## src/rtl/first_stage_flp_adder.sv

```systemverilog
// rtl/first_stage_flp_adder.sv - exponent compare/difference stage of a floating-point adder
//
// Purpose: registers the larger of two biased exponents, their two's-complement
// difference (mantissa alignment amount), a swap flag, an equality flag and an
// Inf/NaN detect. One cycle of latency, no backpressure.
//
// Optional feature: define FLP_ADDER_SHIFT_SAT_EN to clamp |mant| to MAX_SHIFT
// while keeping its sign.
//
// Ports:
//   clk       in   1  rising-edge clock
//   rst       in   1  synchronous active-high reset
//   exp1      in   8  biased exponent of operand A
//   exp2      in   8  biased exponent of operand B
//   in_valid  in   1  exp1/exp2 valid this cycle
//   exp       out  9  {1'b0, max(exp1, exp2)}
//   mant      out  9  exp1 - exp2, two's complement (optionally clamped)
//   swap      out  1  exp2 > exp1
//   special   out  1  either exponent is 8'hFF
//   eq        out  1  exp1 == exp2
//   out_valid out  1  in_valid delayed by one cycle

module first_stage_flp_adder #(
  parameter int MAX_SHIFT = 25
) (
  input  logic       clk,
  input  logic       rst,
  input  logic [7:0] exp1,
  input  logic [7:0] exp2,
  input  logic       in_valid,
  output logic [8:0] exp,
  output logic [8:0] mant,
  output logic       swap,
  output logic       special,
  output logic       eq,
  output logic       out_valid
);

  // |exp1 - exp2| never exceeds 255, so a limit of 255 leaves mant untouched.
`ifdef FLP_ADDER_SHIFT_SAT_EN
  localparam int SAT_LIMIT = MAX_SHIFT;
`else
  localparam int SAT_LIMIT = (MAX_SHIFT > 255) ? MAX_SHIFT : 255;
`endif
  localparam int                 LIM_INT = (SAT_LIMIT > 255) ? 255 : SAT_LIMIT;
  localparam logic signed [9:0] LIM_POS = 10'(LIM_INT);
  localparam logic signed [9:0] LIM_NEG = -10'(LIM_INT);

  logic signed [9:0] diff;
  logic        [8:0] mant_next;
  logic              swap_next;
  logic              eq_next;
  logic              special_next;

  // One extra sign bit so the full -255..+255 range compares cleanly.
  assign diff         = $signed({2'b00, exp1}) - $signed({2'b00, exp2});
  assign swap_next    = (exp2 > exp1);
  assign eq_next      = (exp1 == exp2);
  assign special_next = (exp1 == 8'hFF) || (exp2 == 8'hFF);

  always_comb begin
    mant_next = diff[8:0];
    if (diff > LIM_POS) begin
      mant_next = LIM_POS[8:0];
    end else if (diff < LIM_NEG) begin
      mant_next = LIM_NEG[8:0];
    end
  end

  always_ff @(posedge clk) begin
    if (rst) begin
      exp       <= 9'h000;
      mant      <= 9'h000;
      swap      <= 1'b0;
      eq        <= 1'b0;
      special   <= 1'b0;
      out_valid <= 1'b0;
    end else begin
      out_valid <= in_valid;
      if (in_valid) begin
        exp     <= {1'b0, (swap_next ? exp2 : exp1)};
        mant    <= mant_next;
        swap    <= swap_next;
        eq      <= eq_next;
        special <= special_next;
      end
    end
  end

endmodule

```

## config.mk

```make
export PLATFORM = sky130hd
export DESIGN_NAME = first_stage_flp_adder
export DESIGN_NICKNAME = d
export VERILOG_FILES = /design/src/rtl/first_stage_flp_adder.sv
export SDC_FILE = /design/constraint.sdc
export NUM_CORES = 1
export LEC_CHECK = 0
export ABC_AREA = 1
export ABC_CLOCK_PERIOD_IN_PS = 1930
export CAP_MARGIN = 20
export CORE_ASPECT_RATIO = 0.5
export CORE_MARGIN = 3
export CORE_UTILIZATION = 44
export CTS_CLUSTER_DIAMETER = 200
export DETAILED_ROUTE_END_ITERATION = 8
export PLACE_DENSITY = 0.76
export REMOVE_ABC_BUFFERS = 1
export SYNTH_ARGS = -nofsm -noshare
export SYNTH_HDL_FRONTEND = slang
export SYNTH_SLANG_ARGS = --single-unit
```

## constraint.sdc

```tcl
create_clock -name clk -period 1.93 [get_ports clk]
set_input_delay 0.193 -clock clk [delete_from_list [all_inputs] [get_ports clk]]
set_output_delay 0.193 -clock clk [all_outputs]
set_load 0.05 [all_outputs]
```

==> summary.md <==
| Metric | Value |
|---|---|
| Critical Path AT | `about 2300 ps` |
| Grt total ovfl | `0` |
| Root Buffer | `clkbuf_8` |
| Seq/Total Area, Yosys | `0.271` |
| Synth top area cells | `dfxtp_1, nand2_1, inv_1` |
| Clock Tree Buf Depth | `2` |
| Die Ht | `48.0 µm` |
| Clock buffer count from CTS | `3` |
| Final net count | `353` |
| Pleak | `1.31 nW` |
| Final period util | `1.11` |
| Setup Skew | `0 ps` |
| Worst-Skew Late Latency | `between 200 and 300 ps` |
| Req. time, crit path | `2130 ps` |
| Setup CP Type | `input pin to flop` |
| Fin util | `0.880` |
| Vias after detailed routing | `2205` |
| DRT antenna net count | `0` |
| Largest net degree at the start of global routing | `20` |
| Fin. Hold Viols | `0` |
| Final min period | `2140 ps` |
| CP Launch Type | `input pin` |
| Pwr dens | `626 nW/µm²` |
| Drt drc | `0` |
| Die width | `90.0 µm` |
| First-pass GRT wire length | `8840 µm` |
| Synth Warn # | `0` |
| Max Fclk | `466 MHz` |
| Max-Cap Viols | `0` |
| RSZ-0062 raised after global routing | `yes` |
| Worst reg2reg startpoint | `exp[0]` |
| Initial Utilization | `0.487` |
| Final Slew Violations | `0` |
| Vias per cell | `5.94` |
| Yosys cell types | `29` |
| Port Buffers | `39` |
| Final Setup Violations | `8` |
| Tot Pwr | `roughly 1.8 mW` |
| Detailed placer's ending HPWL | `~3300 µm` |
| Syn avg cell area | `7.10 µm²` |
| Element type at the critical path end | `flop` |
| Initial antenna violation count | `0` |
| Mapped cell area | `~1600 µm²` |
| Core area | `3190 µm²` |
| Yosys top cell by area | `dfxtp_1` |
| DRT Pass-1 Iters | `5` |
| FP Rows | `14` |
| Number of global-route vias before repair | `1845` |
| Violated checks | `setup timing` |
| CTS clk-pin slew, worst paths | `80 ps` |
| Placer Congestion | `0.962` |
| CP Max Fanout | `8` |
| Layout cells sized above 1 | `0.579` |
| Layout area overhead | `80.5%` |
| Gr usage total | `0.265` |
| Design Area, Final | `~2800 µm²` |
| Setup crit start | `exp2[4]` |
| Die area | `4320 µm²` |
| Worst Tran Pin Value | `789 ps` |
| I/O pins | `41` |
| Top-area cell type share of the netlist area | `0.271` |
| WL/cell | `between 20 and 25 µm` |
| H-tree Lvls | `1` |
| CTS tree | `done` |
| ANT cells | `0` |
| Final worst slack | `-215 ps` |
| Post-Layout Cell Count | `roughly 370` |
| # clock sinks | `21` |
| Peak VDD IR | `0.336 mV` |
| Synth Instances | `between 200 and 250` |
| Post-DP Area | `2300 µm²` |
| CTS Hold Bufs | `0` |
| Placed cell count | `347` |
| Hold Crit Start | `exp2[2]` |
| FF+latch count, synth | `21` |
| DR iter-0 viols | `~180` |
| Run status | `finished with violations` |
| Relative slew slack | `0.473` |
| HP Class | `input pin to flop` |
| Post-Route WL | `between 7000 and 8000 µm` |
## where the power goes
group	internal [mW]	total, mW	switching (mW)
registers	0.469	0.489	0.0205
logic	0.405	0.967	0.561
clock network	0.148	0.300	0.152
## state kept, by name, indices dropped and copies added, names as in the netlist
| signal | cells |
|---|---|
| eq | 1 |
| exp | 8 |
| mant | 9 |
| out_valid | 1 |
| special | 1 |
| swap | 1 |
## synthesized netlist by cell type
cell type	count
a21oi_2	7
a211oi_1	2
a21oi_4	1
ha_1	10
a21oi_1	12
a21o_4	1
clkbuf_8	1
nor3_1	1
a211oi_2	1
nor2_1	10
nor2_2	2
nand2_2	12
conb_1	1
nand3_2	7
nand3b_1	3
nor2_8	1
clkbuf_1	1
nand2_4	2
buf_6	1
nand4_1	7
dfxtp_1	21
nand2_1	54
o221ai_1	1
buf_2	1
nand3_1	20
buf_4	2
buf_12	1
inv_2	2
inv_1	34
## stage by stage
| stage | setup TNS [ps] | hold WS (ps) | setup WS, ps |
|---|---|---|---|
| after floorplan | -693 | 255 | -99.9 |
| after global placement | -6650 | 452 | -614 |
| after detailed placement | -7070 | 455 | -681 |
| after CTS | 0 | 468 | 1.95 |
| after global routing | -2110 | 417 | -329 |
| final | -1340 | 396 | -215 |
## layer usage
layer / routed length (µm) / global-route usage / vias up
met5: 0 / 0 / -
li1: - / - / 911
met1: 2960 / 0.314 / 1002
met3: 863 / 0.0644 / 84
met2: 3130 / 0.473 / 208
met4: 626 / 0.137 / 0
## logic make-up after synthesis
group	count (synthesis)	synth area share
AND/OR/NAND/NOR	119	0.394
buffers and inverters	43	0.131
AO/OA/AOI/OAI	25	0.122
other	1	0.00241
adder cells (fa/ha/maj)	10	0.0805
flip-flops	21	0.271
## layout by cell type, fill, tap and decap left out, types with 7 or more instances in the layout
cell | synthesis | layout
buf_4 | 2 | 66
nand2_1 | 54 | 30
nand2_2 | 12 | 25
clkdlybuf4s50_1 | 0 | 23
inv_1 | 34 | 22
dfxtp_1 | 21 | 21
a21oi_2 | 7 | 15
nand3_2 | 7 | 14
nand2_4 | 2 | 13
nand3_1 | 20 | 13
inv_2 | 2 | 11
ha_4 | 0 | 10
clkbuf_2 | 0 | 10
nor2_1 | 10 | 7
nand4_1 | 7 | 7
## repair_timing
item / CTS / global route
endpoints found under the setup margin: 9 / 8
gates resized for setup: 50 / 91
setup buffers: 10 / 10
pin swaps: 17 / 40
## final cells by class
cell class / instances / area [µm²]
fill: 136 / 383
tap: 48 / 60.1
timing repair buffer: 107 / 858
multi-input combinational: 155 / 1280
sequential: 21 / 420
clock buffer: 4 / 45.0
inverter: 36 / 143
## final timing paths
path | slack, ps | cells past startpoint | to
worst max-delay path | -210 | 15 | mant[7]
worst min-delay path | 400 | 5 | special
worst max register to register | 1160 | 2 | exp[0]
worst min register to register | 480 | 2 | mant[5]
## critical path, stage by stage
cell	delay, ps
clkbuf_2	100
inv_2	60
ha_4	270
nand2_1	120
nand2_1	120
a21oi_2	200
nand3b_1	150
nand2_1	120
nand4_1	120
nand2_2	130
ha_4	220
nor2_4	120
buf_6	150
nand3_1	100
a21oi_1	150
(Power assumes the default switching activity.)
